## src/rtl/ilv_pkg.sv

```systemverilog
// Shared constants and types for the 802.11a interleaver bank controller.
// Rate codes, modulation encoding, pairs per symbol and read-FSM states.
package ilv_pkg;

   localparam logic [3:0] RATE_6  = 4'b1101;
   localparam logic [3:0] RATE_9  = 4'b1111;
   localparam logic [3:0] RATE_12 = 4'b0101;
   localparam logic [3:0] RATE_18 = 4'b0111;
   localparam logic [3:0] RATE_24 = 4'b1001;
   localparam logic [3:0] RATE_36 = 4'b1011;
   localparam logic [3:0] RATE_48 = 4'b0001;
   localparam logic [3:0] RATE_54 = 4'b0011;

   typedef enum logic [1:0] {
      MOD_BPSK  = 2'd0,
      MOD_QPSK  = 2'd1,
      MOD_16QAM = 2'd2,
      MOD_64QAM = 2'd3
   } mod_e;

   localparam logic [7:0] NPAIR_BPSK  = 8'd24;
   localparam logic [7:0] NPAIR_QPSK  = 8'd48;
   localparam logic [7:0] NPAIR_16QAM = 8'd96;
   localparam logic [7:0] NPAIR_64QAM = 8'd144;

   typedef enum logic {
      RD_IDLE = 1'b0,
      RD_READ = 1'b1
   } rd_state_e;

endpackage

```

## src/rtl/ilv_rate_decode.sv

```systemverilog
// Combinational RATE code decoder: legality, modulation and pairs per symbol.
// Every code outside the eight 802.11a rates is reported as illegal.
module ilv_rate_decode
   import ilv_pkg::*;
(
   input  logic [3:0] i_rate,
   output logic       o_legal,
   output mod_e       o_mod,
   output logic [7:0] o_npair
);

   always_comb begin
      o_legal = 1'b1;
      o_mod   = MOD_BPSK;
      o_npair = NPAIR_BPSK;
      case (i_rate)
         RATE_6, RATE_9: begin
            o_mod   = MOD_BPSK;
            o_npair = NPAIR_BPSK;
         end
         RATE_12, RATE_18: begin
            o_mod   = MOD_QPSK;
            o_npair = NPAIR_QPSK;
         end
         RATE_24, RATE_36: begin
            o_mod   = MOD_16QAM;
            o_npair = NPAIR_16QAM;
         end
         RATE_48, RATE_54: begin
            o_mod   = MOD_64QAM;
            o_npair = NPAIR_64QAM;
         end
         default: begin
            o_legal = 1'b0;
         end
      endcase
   end

endmodule

```

## src/rtl/ilv_bank_ctrl.sv

```systemverilog
// Ping-pong bank controller between the convolutional encoder and the
// interleaver permutation stage; one bank fills while the other is read.
module ilv_bank_ctrl
   import ilv_pkg::*;
#(
   parameter int ADDR_W = 8
)
(
   input  logic              clk,
   input  logic              reset,
   input  logic [3:0]        rate,
   input  logic              in_valid,
   output logic              in_ready,
   output logic              wr_en,
   output logic              wr_bank,
   output logic [ADDR_W-1:0] wr_addr,
   output logic              rd_en,
   output logic              rd_bank,
   output logic [ADDR_W-1:0] rd_addr,
   output logic [1:0]        rd_mod,
   output logic              out_valid,
   output logic              sym_start,
   output logic              rate_err
);

   localparam logic [ADDR_W-1:0] ONE = ADDR_W'(1);

   logic              w_legal;
   mod_e              w_dec_mod;
   logic [7:0]        w_dec_npair;

   logic              r_wb;
   logic              r_rb;
   logic [1:0]        r_full;
   mod_e              r_mod   [2];
   logic [ADDR_W-1:0] r_npair [2];
   logic [ADDR_W-1:0] r_wcnt;
   logic [ADDR_W-1:0] r_rcnt;
   rd_state_e         r_state;
   logic              r_out_valid;
   logic              r_sym_start;

   rd_state_e         w_next;
   logic [1:0]        w_full_nxt;
   logic              w_wr_first;
   logic [ADDR_W-1:0] w_wr_npair;
   logic              w_wr_last;
   logic              w_reading;
   logic              w_rd_last;
   logic              w_bank_busy;
   logic              w_ready;
   logic              w_xfer;
   logic              w_set;
   logic              w_other_full;

   ilv_rate_decode u_dec (
      .i_rate  (rate),
      .o_legal (w_legal),
      .o_mod   (w_dec_mod),
      .o_npair (w_dec_npair)
   );

   // The first pair of a symbol uses the live decode; later pairs the latched size.
   assign w_wr_first = (r_wcnt == '0);
   assign w_wr_npair = w_wr_first ? ADDR_W'(w_dec_npair) : r_npair[r_wb];
   assign w_wr_last  = (r_wcnt == w_wr_npair - ONE);

   assign w_reading  = (r_state == RD_READ);
   assign w_rd_last  = w_reading && (r_rcnt == r_npair[r_rb] - ONE);

   // A bank whose last pair is read this cycle may take its first new pair.
   assign w_bank_busy = r_full[r_wb] && !(w_rd_last && (r_rb == r_wb));
   assign w_ready     = !reset && !w_bank_busy && (!w_wr_first || w_legal);
   assign w_xfer      = in_valid && w_ready;
   assign w_set       = w_xfer && w_wr_last;
   assign w_other_full = r_full[~r_rb] || (w_set && (r_wb != r_rb));

   always_comb begin
      w_full_nxt = r_full;
      if (w_rd_last) w_full_nxt[r_rb] = 1'b0;
      if (w_set)     w_full_nxt[r_wb] = 1'b1;
   end

   always_comb begin
      w_next = r_state;
      case (r_state)
         RD_IDLE: if (r_full[r_rb]) w_next = RD_READ;
         RD_READ: if (w_rd_last && !w_other_full) w_next = RD_IDLE;
         default: w_next = RD_IDLE;
      endcase
   end

   always_ff @(posedge clk) begin
      if (reset) begin
         r_state     <= RD_IDLE;
         r_wb        <= 1'b0;
         r_rb        <= 1'b0;
         r_full      <= 2'b00;
         r_mod[0]    <= MOD_BPSK;
         r_mod[1]    <= MOD_BPSK;
         r_npair[0]  <= '0;
         r_npair[1]  <= '0;
         r_wcnt      <= '0;
         r_rcnt      <= '0;
         r_out_valid <= 1'b0;
         r_sym_start <= 1'b0;
      end else begin
         r_state     <= w_next;
         r_full      <= w_full_nxt;
         r_out_valid <= w_reading;
         r_sym_start <= w_reading && (r_rcnt == '0);
         if (w_xfer) begin
            if (w_wr_first) begin
               r_mod[r_wb]   <= w_dec_mod;
               r_npair[r_wb] <= ADDR_W'(w_dec_npair);
            end
            if (w_wr_last) begin
               r_wcnt <= '0;
               r_wb   <= ~r_wb;
            end else begin
               r_wcnt <= r_wcnt + ONE;
            end
         end
         if (w_reading) begin
            if (w_rd_last) begin
               r_rcnt <= '0;
               r_rb   <= ~r_rb;
            end else begin
               r_rcnt <= r_rcnt + ONE;
            end
         end
      end
   end

   assign in_ready  = w_ready;
   assign wr_en     = w_xfer;
   assign wr_bank   = r_wb && !reset;
   assign wr_addr   = reset ? '0 : r_wcnt;
   assign rd_en     = w_reading && !reset;
   assign rd_bank   = r_rb && !reset;
   assign rd_addr   = reset ? '0 : r_rcnt;
   assign rd_mod    = reset ? 2'b00 : 2'(r_mod[r_rb]);
   assign out_valid = r_out_valid && !reset;
   assign sym_start = r_sym_start && !reset;
   assign rate_err  = !reset && in_valid && w_wr_first && !w_legal && !w_bank_busy;

endmodule

```

## config.mk

```make
export PLATFORM = sky130hd
export DESIGN_NAME = ilv_bank_ctrl
export DESIGN_NICKNAME = d
export VERILOG_FILES = /design/src/rtl/ilv_pkg.sv /design/src/rtl/ilv_rate_decode.sv /design/src/rtl/ilv_bank_ctrl.sv
export SDC_FILE = /design/constraint.sdc
export NUM_CORES = 1
export LEC_CHECK = 0
export CAP_MARGIN = 20
export CORE_MARGIN = 4
export CORE_UTILIZATION = 37
export CTS_CLUSTER_SIZE = 30
export DETAILED_ROUTE_END_ITERATION = 10
export GPL_ROUTABILITY_DRIVEN = 0
export HOLD_SLACK_MARGIN = 0.15
export PLACE_DENSITY = 0.53
export SYNTH_ARGS = -nofsm -noshare
export SYNTH_HDL_FRONTEND = slang
export SYNTH_HIERARCHICAL = 1
export SYNTH_SLANG_ARGS = --single-unit
```

## constraint.sdc

```tcl
create_clock -name clk -period 7.03 [get_ports clk]
set_clock_uncertainty 0.1 [all_clocks]
set_input_delay 1.0545 -clock clk [delete_from_list [all_inputs] [get_ports clk]]
set_output_delay 1.0545 -clock clk [all_outputs]
set_load 0.02 [all_outputs]
```

Yosys cells after proc, flatten, opt, wreduce, memory -nomap -nowiden --
Memories as Yosys holds them, arrays and structs flattened. A register that Yosys moved wholly into a read port is not among the register bits. Index checks and enable logic that the tools add are counted.
Word-level totals: RAM bits 20, ROM bits 0, latch bits 0, memories 2, flip-flop bits (word level) 23, logic and storage cells 118, output and inout bits 26, bits of input ports 7
Operators by class: reduce and logical (&&, ||, !) cells 39, bitwise logic cells 6, muxes and demuxes 42, div/mod/pow operators 0, shift operators 0, multipliers 0, magnitude comparators 5, eq/ne operators 12, add/sub/neg operators 4
Memories:
- r_npair | depth 2, bits a word 8, read ports 2, clocked after Yosys merged registers in 2, wr ports 2, RTL line ilv_bank_ctrl.sv:36 | logic [ADDR_W-1:0] r_npair [2];
- r_mod | depth 2, bits a word 2, read ports 1, clocked after Yosys merged registers in 1, wr ports 2, RTL line ilv_bank_ctrl.sv:35 | mod_e r_mod [2];
Operators with widths (number):
- 8-bit 2-to-1 mux | 6
- 1-bit 2-to-1 mux | 27
- 8-bit case mux with 3 select lines | 1
- 1-bit logical AND | 21
- 8-bit by 1-bit adder with 8-bit output, second input constant | 2
- 4-bit == test, second input constant | 4
- 8-bit == test | 2
- 8-bit logical NOT | 2
- 8-bit OR reduction | 2
- 8-bit by 1-bit subtractor with 8-bit output, second input constant | 2
- 4-bit by 3-bit == test with 1-bit output, second input constant | 2
- 2-bit 2-to-1 mux | 4
- 2-bit OR reduction | 4
- 1-bit logical NOT | 6
- 1-bit by 2-bit < comparator with 1-bit output, second input constant | 3
- 2-bit case mux with 3 select lines | 1
- 4-bit by 1-bit == test with 1-bit output, second input constant | 1
- 4-bit by 2-bit == test with 1-bit output, second input constant | 1
- 2-bit AND reduction | 2
- 1-bit NOT | 3
- 2-bit AND | 1
- 1-bit demux with 1-bit select | 2
- 1-bit >= comparator, second input constant | 2
- 1-bit logical OR | 2
- other kinds (5) | 5

Logic depth before layout (Yosys ltp) --
depth in word-level cells 17, depth in mapped cells 17, gate-level depth less buffers 15

Cells and area by module --
The synthesis kept the hierarchy.
Modules (own cells, without submodules):
- ilv_bank_ctrl | sequential area each 1101.1 µm², area each 3032.9 µm², cells an instance 344, times used 1
- ilv_rate_decode | sequential area each 0.0 µm², area each 95.1 µm², cells an instance 14, times used 1

Worst setup path after synthesis --
No wires, ideal clock.
path type register to output, start point register with a tool-made name, end point output rate_err, path buffers 3, slack 2.641 ns, cell stages (with the launch flop) 13, arrival time 3.234 ns, data required time 5.875 ns, cells stage by stage dfxtp_1 buf_2 buf_4 mux2i_1 ha_1 o21ai_1 o21ai_1 nand4_1 or4_1 clkbuf_1 o21ai_1 mux2i_1 nor4bb_1
RTL lines:
- to (decl) | RTL line ilv_bank_ctrl.sv:23 | output logic rate_err

==> implementation parameters <==
Parameter                              Value

Worst setup path
  Worst Path Class, Setup ... flip-flop to output pin
  Cell-by-cell trace of the critical path ... mux2i_1 -> ha_1 -> o21ai_1 -> o21ai_1 -> nand4_1 -> or4_1 -> o21ai_1 -> mux2i_1 -> nor4bb_1 -> clkdlybuf4s50_1
  Kind of cell adding the most delay to the critical path ... simple AND/OR/NAND/NOR gates
  Arrival time of the worst setup path ... about 4.3 ns
  Number of cells on the worst reg-to-reg path ... 14
  Maximum fanout encountered on the critical timing path ... 19
  WP buf/inv ... 1
  Critical Path Max Stage Delay ... about 0.86 ns
  Kind of start point of the critical path ... flip-flop
  Cell repeated most along the worst path ... o21ai_1
  Crit path max-delay cell type ... dfxtp_1
  Number of cells on the critical path ... 10
  Worst endpoint required time ... 5.88 ns
  Setup crit end kind ... output pin

Synth
  Cell taking the most area after synthesis ... edfxtp_1
  Summed instance area of the synthesized netlist ... 0.003128 sq mm
  Compound-Gate Fraction of Synth Area ... between 10% and 20%
  Post-synth top area share ... between 10% and 20%
  Most common library cells after synthesis ... 38 x nor2_1, 25 x dfxtp_1, 22 x and2_1
  Number of register bits inferred by synthesis ... 45
  Simple-gate share of the synthesized area ... 28.96%
  Top_reg_cell synth ... dfxtp_1
  Number of enable-type register cells in the synthesized netlist ... 20
  Dominant combinational cell family by area after synthesis ... simple AND/OR/NAND/NOR gates
  Most used standard cell by instance count after synthesis ... nor2_1
  Count of distinct cell types in the synthesized netlist ... 55
  Synthesized netlist cell count ... 358
  YS warnings ... 6
  Mean Syn Cell Area ... around 8.7 sq um
  Multiplexer share of the synthesized area ... 6.960%
  Adder-Cell Fraction of Synth Area ... ~2.4%
  Leading post-synthesis cells by cell area ... edfxtp_1 19%, dfxtp_1 16%, mux2i_1 4.8%
  Post-synthesis async set-or-reset flop share ... 0%
  Post-synthesis xor/xnor area fraction ... about 8.7%
  Proportion of synthesized chip area in sequential cells ... 35.20%

Clocking
  Clock slew seen by the registers of the worst setup and hold paths ... about 0.080 ns
  Maximum clock insertion buffer count ... 2
  Setup bufs post-CTS ... 0
  Hold buffers post-CTS ... 0
  Number of cells upsized or downsized after cts ... 0
  Clock root cell ... clkbuf_8
  Worst skew pair latency ... just under 0.3 ns
  Maximum level of the CTS H-tree ... 2
  Clock tree from TritonCTS ... yes
  Cts bufs inserted ... 5
  Number of clock sinks seen by CTS ... 45

Placed design
  Placed cell count ... roughly 480
  HPWL after detailed placement ... between 5000 and 6000 um
  Number of buffers inserted by port buffering ... 31
  Pre-CTS worst setup slack ... ~1.9 ns

Floorplanning
  # rows ... 33
  Chip Width ... 99.95 um
  Core area ... between 0.008 and 0.009 sq mm
  Die Footprint ... 0.009989 sq mm
  Starting density of the core ... 38.07%
  Number of placed I/O pins ... 33
  Die span in y ... 99.95 um

Drt
  Wire length per cell ... between 15 and 20 um
  Detailed-routing iteration count for the pre-antenna-repair pass ... 4
  Iteration-0 DRC count of the detailed router ... 71
  Final WL ... between 7000 and 8000 um
  Avg Vias per Cell ... about 5.3
  Via count ... ~2600
  Antenna Nets Post-Route ... 0
  Number of DRC violations after detailed routing ... 0

Finish
  Count of filler cells inserted in the layout ... 824
  Synthesis-to-layout area growth ... 14.32%
  Multi-input gate area in the final layout ... 0.001871 sq mm
  Final cell count without fillers ... just under 500
  Antenna diodes ... 0
  Combined flip-flop and latch cell area ... roughly 0.0011 sq mm
  Layout net count ... roughly 400
  Layout cells sized above 1 ... 6.614%

Power and ir drop
  Logic pwr share ... between 10% and 20%
  Register share of total power ... around 54%
  Internal portion of total power ... approximately 390 uW
  Power density over the cells ... 147.5 mW/mm^2
  Leakage dissipation ... 0.001251 uW
  Switch share ... about 27%
  Clock Power Share ... between 20% and 30%
  IR Drop Worst-Case VDD ... between 80 and 90 uV
  Net switching power of the design ... ~140 uW

STA
  Final Hold Fails ... 0
  Slew @ Worst Pin ... 0.8237 ns
  Share of the clock period used by the worst path ... 77.46%
  Final setup violation count ... 0
  Highest clock frequency the design can meet ... about 0.18 GHz
  Remaining max-slew budget at the tightest pin ... 45.01%
  Worst-case setup margin in the final layout ... between 1.5 and 2 ns
  Unrepaired setup endpoints after global routing ... false
  Min cycle time layout ... 5.445 ns
  Total negative slack ... 0 ns
  Count of final max-slew check failures ... 0

Outcome
  Result of the run ... complete, no violations

Global routing
  First-pass GRT wire length ... approximately 12000 um
  Global-route usage over all layers ... between 10 and 15%
  Largest net degree at the start of global routing ... 41
  Initial antenna violation count ... 0
  Grt total ovfl ... 0
  Vias in the first global route ... ~2400

Worst hold path
  Class of the tightest hold or removal check ... flip-flop to flip-flop
  Worst Hold Path Cells ... 2

Job
  Max-capacitance violation count ... 0
## kinds of logic after synthesis
family / after synthesis
xor gates and xnor gates: 31
adders and majority gates: 6
and+or+nand+nor: 160
DFF: 45
muxes: 21
buffers and inverters: 37
AOI/OAI and AO/OA: 57
other: 1
## routing by layer
metal,vias up,global-route usage (%),wire length (um)
li1,1303,-,-
met1,1212,19.77,3418
met2,37,25.60,3593
met3,9,2.363,231
met4,0,3.782,97
met5,-,0,0
## worst min-delay path, delay by kind of cell (launching register included)
family | cells | cell delay, ns
AND/OR/NAND/NOR | 1 | 0.09
AO/OA/AOI/OAI | 1 | 0.06
flip-flops | 1 | 0.37
## cell usage in the layout, fill, tap and decap left out, drive strengths merged, types with 6 or more instances in the layout
master and n:
xor2 15, a211oi 8, mux2 6, nand4 8, nand2 17, and2 23, nor3 14, mux2i 15
a21oi 17, xnor2 16, nor4 7, edfxtp 20, or3 6, dfxtp 25, clkdlybuf4s50 31, ha 6
nor2b 18, inv 11, clkbuf 7, nor2 39, o21ai 14
## power groups by stage
stage                     Combinational (uW)  Sequential [uW]  Clock [uW]
final                                   86.5              285         157
after global routing                    95.7              286         172
after CTS                               86.7              285         163
after detailed placement                86.1              291           0
after global placement                  85.3              291           0
after floorplan                         65.9              288           0
## worst paths after layout
kind | startpoint | endpoint | slack (ns)
hold / removal | r_state | r_rcnt[1] | 0.46
setup / recovery | flip-flop | rate_err | 1.58
hold reg to reg | r_state | r_rcnt[1] | 0.46
setup reg to reg | r_wcnt[0] | r_wcnt[2] | 3.04
## through the flow
stage	total power (uW)	area, sq um	util [%]	hold WS [ns]
6_report	527.6	3576	43.52	0.4637
4_1_cts	533.8	3576	43.52	0.4683
2_1_floorplan	354.4	3136	-	0.3948
5_1_grt	552.7	3576	43.52	0.5042
3_5_place_dp	376.8	3492	42.50	0.4560
3_3_place_gp	375.9	3492	42.50	0.4471
## area by class of cell
type | count | share of cell area (%)
inverters | 11 | 1.155
clock buffers | 7 | 2.134
well taps | 105 | 3.674
multi-input cells | 278 | 52.31
flip-flops and latches | 45 | 30.79
clock inverters | 1 | 0.2099
repair buffers | 36 | 9.727
## state kept, by name, indices dropped and copies added, names as in the netlist, named ones only
signal       cells
r_full           2
r_mod            4
r_npair         16
r_out_valid      1
r_rb             1
r_rcnt           8
r_state          1
r_sym_start      1
r_wb             1
r_wcnt           8
(Power assumes the default switching activity.)
